===== src/rtl/tsn_queue_scheduler.sv =====
`default_nettype none
// ============================================================================
// Module  : tsn_queue_scheduler
// Purpose : Frame-granular read scheduler that drains NUM_Q standard-mode
//           (1-cycle read latency) sync FIFOs onto one valid/ready stream.
//           One queue is granted per frame (round robin or strict priority).
//           A 2-entry output buffer absorbs read latency and backpressure.
// Revision: 1.0 - initial release
// ============================================================================
module tsn_queue_scheduler #(
  parameter int NUM_Q = 4,
  parameter int WIDTH = 65,
  parameter int QID_W = 3
) (
  input  logic                   i_clk,
  input  logic                   i_rst,
  input  logic [NUM_Q-1:0]       i_q_empty,
  output logic [NUM_Q-1:0]       o_q_rd_en,
  input  logic [NUM_Q*WIDTH-1:0] i_q_dout,
  input  logic [NUM_Q-1:0]       i_q_enable,
  input  logic                   i_sp_mode,
  output logic                   o_valid,
  input  logic                   i_ready,
  output logic [WIDTH-2:0]       o_data,
  output logic                   o_last,
  output logic [QID_W-1:0]       o_qid,
  output logic                   o_busy
);

  typedef enum logic [0:0] {
    ST_ARB  = 1'b0,
    ST_XFER = 1'b1
  } state_t;

  state_t           r_state;
  logic [QID_W-1:0] r_grant;
  logic [QID_W-1:0] r_rr_ptr;
  logic             r_inflight;

  logic [WIDTH-2:0] r_buf_data [2];
  logic [QID_W-1:0] r_buf_qid  [2];
  logic [1:0]       r_buf_last;
  logic             r_wr_ptr;
  logic             r_rd_ptr;
  logic [1:0]       r_cnt;

  logic [NUM_Q-1:0] w_cand;
  logic             w_any;
  logic [QID_W-1:0] w_sp_grant;
  logic [QID_W-1:0] w_rr_grant;
  logic [QID_W-1:0] w_arb_grant;
  int               w_rr_dist;
  int               w_rr_best;
  logic [WIDTH-1:0] w_cap_word;
  logic             w_g_empty;
  logic             w_eof_seen;
  logic             w_pop;
  logic             w_push;
  logic [2:0]       w_occ;
  logic             w_rd_ok;

  assign w_cand      = ~i_q_empty & i_q_enable;
  assign w_any       = |w_cand;
  assign w_arb_grant = i_sp_mode ? w_sp_grant : w_rr_grant;

  // Strict priority: lowest-index candidate wins (scan downward, last hit wins)
  always_comb begin
    w_sp_grant = '0;
    for (int q = NUM_Q - 1; q >= 0; q--) begin
      if (w_cand[q]) w_sp_grant = QID_W'(q);
    end
  end

  // Round robin: candidate with the smallest cyclic distance from the pointer
  always_comb begin
    w_rr_grant = '0;
    w_rr_best  = NUM_Q;
    w_rr_dist  = 0;
    for (int q = 0; q < NUM_Q; q++) begin
      w_rr_dist = (q >= int'(r_rr_ptr)) ? (q - int'(r_rr_ptr))
                                        : (q + NUM_Q - int'(r_rr_ptr));
      if (w_cand[q] && (w_rr_dist < w_rr_best)) begin
        w_rr_best  = w_rr_dist;
        w_rr_grant = QID_W'(q);
      end
    end
  end

  // Select the granted queue's read data and empty flag
  always_comb begin
    w_cap_word = '0;
    w_g_empty  = 1'b1;
    for (int q = 0; q < NUM_Q; q++) begin
      if (r_grant == QID_W'(q)) begin
        w_cap_word = i_q_dout[q*WIDTH +: WIDTH];
        w_g_empty  = i_q_empty[q];
      end
    end
  end

  // Words already committed (buffered + in flight) after this cycle's pop must
  // leave room for one more; never read past a word known to end the frame.
  assign w_pop      = o_valid & i_ready;
  assign w_push     = r_inflight;
  assign w_eof_seen = r_inflight & w_cap_word[WIDTH-1];
  assign w_occ      = {1'b0, r_cnt} + {2'b00, r_inflight} - {2'b00, w_pop};
  assign w_rd_ok    = (r_state == ST_XFER) & ~w_g_empty & (w_occ < 3'd2) & ~w_eof_seen;

  // Steer the single read enable to the granted queue
  always_comb begin
    o_q_rd_en = '0;
    for (int q = 0; q < NUM_Q; q++) begin
      if (r_grant == QID_W'(q)) o_q_rd_en[q] = w_rd_ok;
    end
  end

  // Arbitration / transfer FSM with read-latency tracking
  always_ff @(posedge i_clk) begin
    if (i_rst) begin
      r_state    <= ST_ARB;
      r_grant    <= '0;
      r_rr_ptr   <= '0;
      r_inflight <= 1'b0;
    end else begin
      r_inflight <= w_rd_ok;
      case (r_state)
        ST_ARB: begin
          if (w_any) begin
            r_grant <= w_arb_grant;
            r_state <= ST_XFER;
          end
        end
        ST_XFER: begin
          if (w_eof_seen) begin
            r_state  <= ST_ARB;
            r_rr_ptr <= (r_grant == QID_W'(NUM_Q - 1)) ? '0 : r_grant + 1'b1;
          end
        end
        default: r_state <= ST_ARB;
      endcase
    end
  end

  // Two-entry output FIFO: push on captured read data, pop on egress handshake
  always_ff @(posedge i_clk) begin
    if (i_rst) begin
      for (int i = 0; i < 2; i++) begin
        r_buf_data[i] <= '0;
        r_buf_qid[i]  <= '0;
      end
      r_buf_last <= '0;
      r_wr_ptr   <= 1'b0;
      r_rd_ptr   <= 1'b0;
      r_cnt      <= '0;
    end else begin
      if (w_push) begin
        r_buf_data[r_wr_ptr] <= w_cap_word[WIDTH-2:0];
        r_buf_last[r_wr_ptr] <= w_cap_word[WIDTH-1];
        r_buf_qid[r_wr_ptr]  <= r_grant;
        r_wr_ptr             <= ~r_wr_ptr;
      end
      if (w_pop) r_rd_ptr <= ~r_rd_ptr;
      case ({w_push, w_pop})
        2'b10:   r_cnt <= r_cnt + 2'd1;
        2'b01:   r_cnt <= r_cnt - 2'd1;
        default: r_cnt <= r_cnt;
      endcase
    end
  end

  assign o_valid = (r_cnt != 2'd0);
  assign o_data  = r_buf_data[r_rd_ptr];
  assign o_last  = r_buf_last[r_rd_ptr];
  assign o_qid   = r_buf_qid[r_rd_ptr];
  assign o_busy  = (r_state == ST_XFER) | (r_cnt != 2'd0);

endmodule
`default_nettype wire


===== config.mk =====
export PLATFORM = sky130hd
export DESIGN_NAME = tsn_queue_scheduler
export DESIGN_NICKNAME = d
export VERILOG_FILES = /design/src/rtl/tsn_queue_scheduler.sv
export SDC_FILE = /design/constraint.sdc
export NUM_CORES = 1
export LEC_CHECK = 0
export CORE_AREA = 2 2 169 121
export CTS_CLUSTER_SIZE = 8
export DETAILED_ROUTE_END_ITERATION = 10
export DIE_AREA = 0 0 171 123
export DONT_BUFFER_PORTS = 1
export SYNTH_ARGS = -nofsm -noshare
export SYNTH_HDL_FRONTEND = slang
export SYNTH_SLANG_ARGS = --single-unit
export TNS_END_PERCENT = 50

===== constraint.sdc =====
create_clock -name i_clk -period 5.1 [get_ports i_clk]
set_input_delay 1.02 -clock i_clk [delete_from_list [all_inputs] [get_ports i_clk]]
set_output_delay 1.02 -clock i_clk [all_outputs]
set_load 0.05 [all_outputs]

Word-level counts from Yosys, hierarchy flattened
Memory sizes are Yosys's and may differ from the RTL's. A register that Yosys moved wholly into a read port is not among the register bits.
Cells that the tools add are included.
- flip-flop bits (word level): 14
- memory bits (writable): 134
- input port bits: 272
- output and inout port bits: 74
- word-level logic and storage cells: 118
- memories kept: 2
- add/subtract/negate cells: 13
- magnitude comparators: 12
- equal/unequal tests: 5
- mux-type cells: 52
- bitwise logic cells: 13
- reductions and logical operators: 13
- memory list (memory ; words ; bits a word ; read ports ; clocked after Yosys merged registers in ; wr ports ; RTL line ; source):
    r_buf_data ; 2 ; 64 ; 1 ; 1 ; 2 ; 40 ; logic [WIDTH-2:0] r_buf_data [2];
    r_buf_qid ; 2 ; 3 ; 1 ; 1 ; 2 ; 41 ; logic [QID_W-1:0] r_buf_qid [2];
- operator list (cell ; count):
    $mux 65 ; 4
    $mux 32 ; 7
    $lt 32x32->1 ; 3
    $mux 64 ; 1
    $reduce_or 64->1 ; 1
    $lt 32x4->1 const B ; 1
    $mux 1 ; 27
    $mux 3 ; 6
    $sub 3x3->4 const A ; 4
    $sub 1x3->4 const A ; 2
    $sub 2x3->4 const A ; 2
    $eq 3x2->1 const B ; 2
    $ge 1x3->1 const A ; 2
    $ge 2x3->1 const A ; 2
    $mux 2 ; 3
    $and 1x1->1 ; 5
    $logic_and 1x1->1 ; 5
    $not 1->1 ; 5
    $and 4x4->4 ; 1
    $lt 1x2->1 const B ; 2
    $not 4->4 ; 1
    $pmux 2 s2 ; 1
    $reduce_and 2->1 ; 2
    $reduce_bool 2->1 ; 2
    17 further kinds ; 17

Longest topological paths before layout
Gate-level depths: netlist of run 1.
- depth after elaboration: 15
- mapped depth: 19
- gate-level depth less buffers: 19

Worst setup path before layout of run 1
OpenSTA, ideal clock, no wires.
- path type: input port to flip-flop
- from: input i_q_empty[0]
- to: register r_grant[0]
- library setup time: 0.125 ns
- arrival time: 4.311 ns
- data required time: 4.975 ns
- path slack: 0.664 ns
- stages: 18
- buffers on the path: 0
- cell sequence: nand2b_4 -> inv_1 -> nand3b_1 -> ha_1 -> and3b_1 -> a311oi_2 -> nor2_2 -> nor3_1 -> a21oi_1 -> ha_1 -> o21ai_0 -> a21oi_1 -> o31ai_4 -> mux2_2 -> ha_1 -> nor2_1 -> o311ai_1 -> nand2_1
- longest elaborated chain between the ends: 14
- elaborated cells on any way between the ends: 19
- those cells by class: 3 x order compare; 8 x mux; 2 x bitwise; 6 x reduce/logical
- RTL lines (item ; RTL line ; source):
    from (decl) ; 17 ; input logic [NUM_Q-1:0] i_q_empty,
    $not 4->4 * ; 62 ; assign w_cand = ~i_q_empty & i_q_enable;
    $and 4x4->4 * ; 62 ;
    $logic_and 1x1->1 ; 82 ; if (w_cand[q] && (w_rr_dist < w_rr_best)) begin
    $mux 32 ; 82 ;
    $lt 32x32->1 ; 82 ;
    $logic_and 1x1->1 ; 82 ;
    $mux 32 ; 82 ;
    $lt 32x32->1 ; 82 ;
    $logic_and 1x1->1 ; 82 ;
    $mux 32 ; 82 ;
    $lt 32x32->1 ; 82 ;
    $logic_and 1x1->1 ; 82 ;
    $mux 3 ; 82 ;
    $mux 3 ; 64 ; assign w_arb_grant = i_sp_mode ? w_sp_grant : w_rr_grant;
    to (signal assigned) ; 129 ; r_grant <= w_arb_grant;
    to (decl) ; 36 ; logic [QID_W-1:0] r_grant;
Mark *: on every way between the ends. The rest lies on a longest branch, timed or not.
A chain may end at the register's enable or synchronous reset.

Worst setup path in the final report of run 1
- from: register r_grant[0]
- to: output o_q_rd_en[2]
- longest elaborated chain between the ends: 10
- elaborated cells on any way between the ends: 19
- those cells by class: 3 x eq/ne; 9 x mux; 6 x bitwise; 1 x reduce/logical
- RTL lines (item ; RTL line ; source):
    $logic_not 3->1 ; 94 ; if (r_grant == QID_W'(q)) begin
    $mux 1 (4 in series) ; 94 ;
    $not 1->1 ; 107 ; assign w_rd_ok = (r_state == ST_XFER) & ~w_g_empty & (w_occ < 3'd2) & ~w_eof_seen;
    $and 1x1->1 (3 in series) ; 107 ;
    $mux 1 * ; 113 ; if (r_grant == QID_W'(q)) o_q_rd_en[q] = w_rd_ok;
    to (decl) ; 18 ; output logic [NUM_Q-1:0] o_q_rd_en,
Marked as above.

==> results of run 1 <==
final timing paths:
check	from	end	slack [ps]
hold / removal	r_buf_last[1]	r_buf_last[1]	480
setup / recovery	r_grant[0]	o_q_rd_en[2]	670
setup reg to reg	r_rr_ptr[0]	r_grant[0]	860
hold reg to reg	r_buf_last[1]	r_buf_last[1]	480
logic make-up after synthesis:
group                      synth area share
AOI/OAI and AO/OA                     0.141
xor gates and xnor gates            0.00508
adders and majority gates            0.0227
buffers and inverters                0.0450
DFF                                   0.490
muxes                                0.0887
other                              0.000435
and+or+nand+nor                       0.206
metrics by stage:
stage	cells	hold WS (ps)	worst slack, ps	area, µm²	utilization
2_1_floorplan	937	452	664	8630	-
4_1_cts	1174	479	660	9330	0.479
3_5_place_dp	1142	468	312	8790	0.451
5_1_grt	1174	496	363	9330	0.479
6_report	1174	479	674	9330	0.479
3_3_place_gp	1142	476	376	8790	0.451
registers in the layout (all words and copies together), names as in the netlist, named ones only:
name and cells:
r_buf_last 2, r_buf_qid 4, r_inflight 1, r_wr_ptr 1
r_state 1, r_grant 2, r_buf_data 128, r_rd_ptr 1
r_rr_ptr 2, r_cnt 2
critical path: stages (launching register included):
cell and delay (ps):
dfxtp_1 400, inv_1 240, ha_4 640, inv_1 320, nor2_1 180, o31a_2 220, o21a_1 140, nand4_1 300
nor2_1 280, buf_4 240
layout make-up:
class / count / share of cell area
clock inverters: 15 / 0.0117
flip-flops and latches: 145 / 0.453
well taps: 270 / 0.0362
multi-input cells: 698 / 0.437
inverters: 18 / 0.00725
repair buffers: 11 / 0.00886
clock buffers: 17 / 0.0456
Yosys cell counts (3+ instances only):
cell and count:
a21oi_1 193, a221oi_1 5, buf_1 15, buf_2 22
clkbuf_1 37, dfxtp_1 13, edfxtp_1 132, ha_1 14
inv_1 17, mux2_2 67, nand2_1 72, nand2b_1 5
nand3b_1 65, nand4_1 3, nor2_1 215, nor2b_1 3
nor3_1 5, o21ai_0 6, or3_1 4, xnor2_1 4
metal layers:
metal	track usage	wire [µm]	part of all wire	vias to the layer above
met2	0.348	10900	0.47	273
met3	0.0672	2120	0.092	16
li1	-	-	-	3211
met1	0.268	9780	0.42	3108
met4	0.0556	273	0.012	0
met5	0	0	0	-
where the power goes:
group	leakage [nW]	total (mW)	internal, mW	switching, mW
registers	1.47	1.44	1.38	0.0685
clock network	0.252	1.12	0.624	0.499
logic	1.58	1.03	0.293	0.740
total	3.30	3.60	2.29	1.31
==> flow_metrics.env, run 1 <==
export IMPL_min_path_cells=2
export IMPL_fin_crit_ps=4430
export IMPL_ys_seq_area_frac=0.490
export IMPL_worst_r2r_path_depth=18
export IMPL_finalPower_mw=3.60
export IMPL_dieArea_um2=21000
export IMPL_clock_latency_ps=410
export IMPL_cts_tree="done"
export IMPL_timing_final_crit_share=0.868
export IMPL_synth_top_area_cell="edfxtp_1"
export IMPL_ys_ff_latch=145
export IMPL_critPathRequiredTime_ps=4080
export IMPL_grt_pass1_wl_um=33300
export IMPL_synthTopCellsByArea="edfxtp_1 (46%), a21oi_1 (11%), nor2_1 (9.4%)"
export IMPL_die_w_um=171
export IMPL_synth_warnings=0
export IMPL_grt_pass1_vias=6036
export IMPL_max_cap_violations=0
export IMPL_min_path_type="reg2reg"
export IMPL_die_y_um=123
export IMPL_hold_violations=0
export IMPL_endpoint_kind="output port"
export IMPL_cts_hold_buffers=0
export IMPL_final_cell_mix="nor2_1 (215), a21oi_1 (193), edfxtp_1 (132), nand2_1 (72), mux2_2 (67)"
export IMPL_rsz0062_at_grt="no"
export IMPL_clockBufferDepth=2
export IMPL_synthDistinctLibCells=51
export IMPL_cts_sinks=145
export IMPL_drive_above_1_share=0.142
export IMPL_arrival_ps=3410
export IMPL_tightest_slew_ps=1060
export IMPL_ir_worst_vdd_mv=0.221
export IMPL_path_class="reg2out"
export IMPL_setup_violations=0
export IMPL_dp_hpwl_um=15900
export IMPL_tns_ps=0
export IMPL_dr_pass1_iters=5
export IMPL_cp_max_fo=70
export IMPL_multi_input_area_um2=4080
export IMPL_synthArstFlopShare=0
export IMPL_clockRootBuffer="clkbuf_16"
export IMPL_clk_pin_slew_worst_paths_ps=60
export IMPL_skew_ps=10.0
export IMPL_vias=6608
export IMPL_grtUsageTotal=0.210
export IMPL_coreArea_um2=19500
export IMPL_syn_avg_cell_area_um2=9.23
export IMPL_drt_wl_total_um=23000
export IMPL_vias_per_cell=5.63
export IMPL_slew_headroom=0.290
export IMPL_p_leak_nw=3.30
export IMPL_cts_buffers=17
export IMPL_dr_first_iter_drc_count=428
export IMPL_max_freq_ghz=0.226
export IMPL_portBuffers=0
export IMPL_cts_resized=0
export IMPL_synth_cells=933
export IMPL_netlist_area_um2=8610
export IMPL_start_kind="register"
export IMPL_synth_edf_count=132
export IMPL_drc=0
export IMPL_grt_max_degree=71
export IMPL_final_common_cell="nor2_1"
export IMPL_antenna_found_initial=0
export IMPL_h_tree_depth=4
export IMPL_wl_per_cell_um=19.6
export IMPL_outcome="finished clean"
export IMPL_slew_viol_final=0
export IMPL_cts_setup_buffers=0
export IMPL_ioPinCount=346
export IMPL_initial_core_util=0.442
export IMPL_power_density_nw_per_um2=386
export IMPL_placement_rows=43
export IMPL_gp_congestion=0.836
export IMPL_area_delta_synth_final_pct=8.25
export IMPL_ff_latch_area_um2=4230
export IMPL_num_antenna_cells=0
export IMPL_nFillCells=1887
export IMPL_synth_top_area_share=0.460
export IMPL_grt_overflow=0
export IMPL_antenna_left=0
export IMPL_synthFlopType="edfxtp_1"
export IMPL_nets=1178
Power figures use the tool's default switching activity.
==> run 2: changes to the inputs <==
clock period = 4 ns   (was 5.1 ns; I/O delays follow)
==> run 2 against run 1 <==
Clock skew about the same. Non-clock buffer count rose by 8. Combinational power grew 29%. Register-to-register slack got worse by 650 ps. First-iteration DRC count increased by 5.6%. Critical path depth is 9 higher. Highest routed layer unchanged.
==> flow_metrics.env, run 2 (synthesized netlist as in run 1, its figures left out) <==
export IMPL_regMostFlops="r_buf_data"
export IMPL_dp_hpwl_um=15700
export IMPL_hold_violations=0
export IMPL_top_layer="met4"
export IMPL_dieArea_um2=21000
export IMPL_tns_ps=0
export IMPL_num_antenna_cells=0
export IMPL_clk_pin_slew_worst_paths_ps=60
export IMPL_initial_core_util=0.442
export IMPL_critical_path_slowest_cell="dfxtp_2"
export IMPL_clockBufferDepth=2
export IMPL_max_freq_ghz=0.264
export IMPL_die_y_um=123
export IMPL_outcome="finished clean"
export IMPL_wl_met2_um=10600
export IMPL_coreArea_um2=19500
export IMPL_cp_max_fo=5
export IMPL_wl_met3_um=1950
export IMPL_cts_tree="done"
export IMPL_seqPwrFrac=0.397
export IMPL_tightest_slew_ps=1030
export IMPL_critPathMaxStageDelay_ps=370
export IMPL_wl_per_cell_um=19.2
export IMPL_p_clk_frac=0.317
export IMPL_hp_start="i_rst"
export IMPL_path_class="reg2reg"
export IMPL_clock_latency_ps=420
export IMPL_cp_cell_sequence="inv_1 -> ha_1 -> nand3b_1 -> ha_4 -> nor3b_1 -> a311oi_2 -> nor2_2 -> nor3_1 -> a21oi_1 -> ha_1 -> o21ai_0 -> a21oi_1 -> o31ai_4 -> mux2_4 -> ha_1 -> nor2_1 -> o311ai_1 -> nand2_1"
export IMPL_h_tree_depth=4
export IMPL_final_area_um2=9420
export IMPL_hold_worst_slack_ps=433
export IMPL_reg2reg_slack_ps=210
export IMPL_max_cap_violations=0
export IMPL_drt_met1_wl_um=9750
export IMPL_min_path_type="in2reg"
export IMPL_placed_area_um2=8860
export IMPL_vias_per_cell=5.52
export IMPL_grt_overflow=0
export IMPL_timing_final_crit_share=0.948
export IMPL_dr_first_iter_drc_count=452
export IMPL_fin_crit_ps=3790
export IMPL_nFillCells=1885
export IMPL_min_path_cells=1
export IMPL_clockRootBuffer="clkbuf_16"
export IMPL_gp_congestion=0.881
export IMPL_start_kind="register"
export IMPL_ff_latch_area_um2=4230
export IMPL_antenna_found_initial=0
export IMPL_final_common_cell="nor2_1"
export IMPL_arrival_ps=4090
export IMPL_power_density_nw_per_um2=493
export IMPL_grt_max_degree=68
export IMPL_r2r_start="r_rr_ptr[0]"
export IMPL_grt_pass1_wl_um=33000
export IMPL_worst_r2r_path_depth=18
export IMPL_drt_wl_total_um=22700
export IMPL_cts_buffers=17
export IMPL_combPwrFrac=0.286
export IMPL_top_regs="r_buf_data x128, r_buf_qid x4"
export IMPL_slew_headroom=0.311
export IMPL_vias=6516
export IMPL_die_w_um=171
export IMPL_multi_input_area_um2=4090
export IMPL_timing_rr_end="r_grant[1]"
export IMPL_switching_power_mw=1.65
export IMPL_skew_ps=10.5
export IMPL_slew_viol_final=0
export IMPL_p_leak_nw=3.35
export IMPL_endpoint_kind="register"
export IMPL_antenna_left=0
export IMPL_cts_hold_buffers=0
export IMPL_drive_above_1_share=0.151
export IMPL_rsz0062_at_grt="no"
export IMPL_placement_rows=43
export IMPL_largest_reg_flops=128
export IMPL_grt_pass1_vias=6059
export IMPL_intPower_mw=2.99
export IMPL_cts_sinks=145
export IMPL_grtUsageTotal=0.210
export IMPL_setup_violations=0
export IMPL_final_cell_mix="nor2_1 (215), a21oi_1 (193), edfxtp_1 (132), nand2_1 (72), mux2_2 (66)"
export IMPL_swShare=0.356
export IMPL_portBuffers=0
export IMPL_dr_pass1_iters=5
export IMPL_drc=0
export IMPL_critPathRequiredTime_ps=4300
export IMPL_area_delta_synth_final_pct=9.32
export IMPL_ioPinCount=346
export IMPL_nets=1186
export IMPL_ir_worst_vdd_mv=0.232
export IMPL_path_common_cell="ha_1"
## run 2: final cells by class
cell class,count,area share
clock buffers,18,0.0456
clock inverters,13,0.0124
inverters,18,0.00717
multi-input cells,698,0.435
flip-flops and latches,145,0.449
well taps,270,0.0359
repair buffers,19,0.0151
## run 2: routing by layer
metal / vias up / GRT usage
met5: - / 0
met3: 32 / 0.0653
met4: 0 / 0.0715
met1: 2987 / 0.264
li1: 3219 / -
met2: 278 / 0.347
## run 2: metrics by stage
stage                      util  power (mW)  std cells  worst slack, ps
final                     0.484        4.64       1181              208
after global routing      0.484        4.86       1181             21.4
after CTS                 0.483        4.67       1181             94.7
after detailed placement  0.455        3.20       1149            -75.3
after global placement    0.455        3.19       1149             1.33
after floorplan               -        2.98        937             22.5
## run 2: worst max path at each step
stage	startpoint	end	depth (start not counted)
2_1_floorplan	i_q_empty[0]	r_grant[0]	18
3_3_place_gp	i_q_empty[0]	r_grant[1]	18
3_5_place_dp	i_q_empty[0]	r_grant[1]	18
4_1_cts	r_cnt[1]	o_q_rd_en[2]	10
5_1_grt	r_rr_ptr[1]	r_grant[1]	18
6_report	r_rr_ptr[0]	r_grant[1]	18
## run 2: power groups by stage
stage | Clock, mW | Sequential (mW) | Combinational (mW)
after global routing | 1.57 | 1.86 | 1.44
after global placement | 0 | 1.87 | 1.32
final | 1.47 | 1.84 | 1.33
after floorplan | 0 | 1.81 | 1.16
after CTS | 1.50 | 1.85 | 1.33
after detailed placement | 0 | 1.88 | 1.32
## run 2: critical path, delay by kind of cell, from the launching register on
| family | cells | cell delay [ps] |
|---|---|---|
| buf+inv | 1 | 80 |
| fa+ha+maj | 4 | 1020 |
| flops | 1 | 370 |
| simple gates | 6 | 730 |
| compound gates | 6 | 1150 |
| mux | 1 | 330 |
## run 2: repair_timing
item | in CTS | in global routing
cloned | 0 | 0
pin swaps | 1 | 1
endpoints found under the setup margin | 4 | 6
setup buffers | 1 | 0
gates resized for setup | 0 | 3
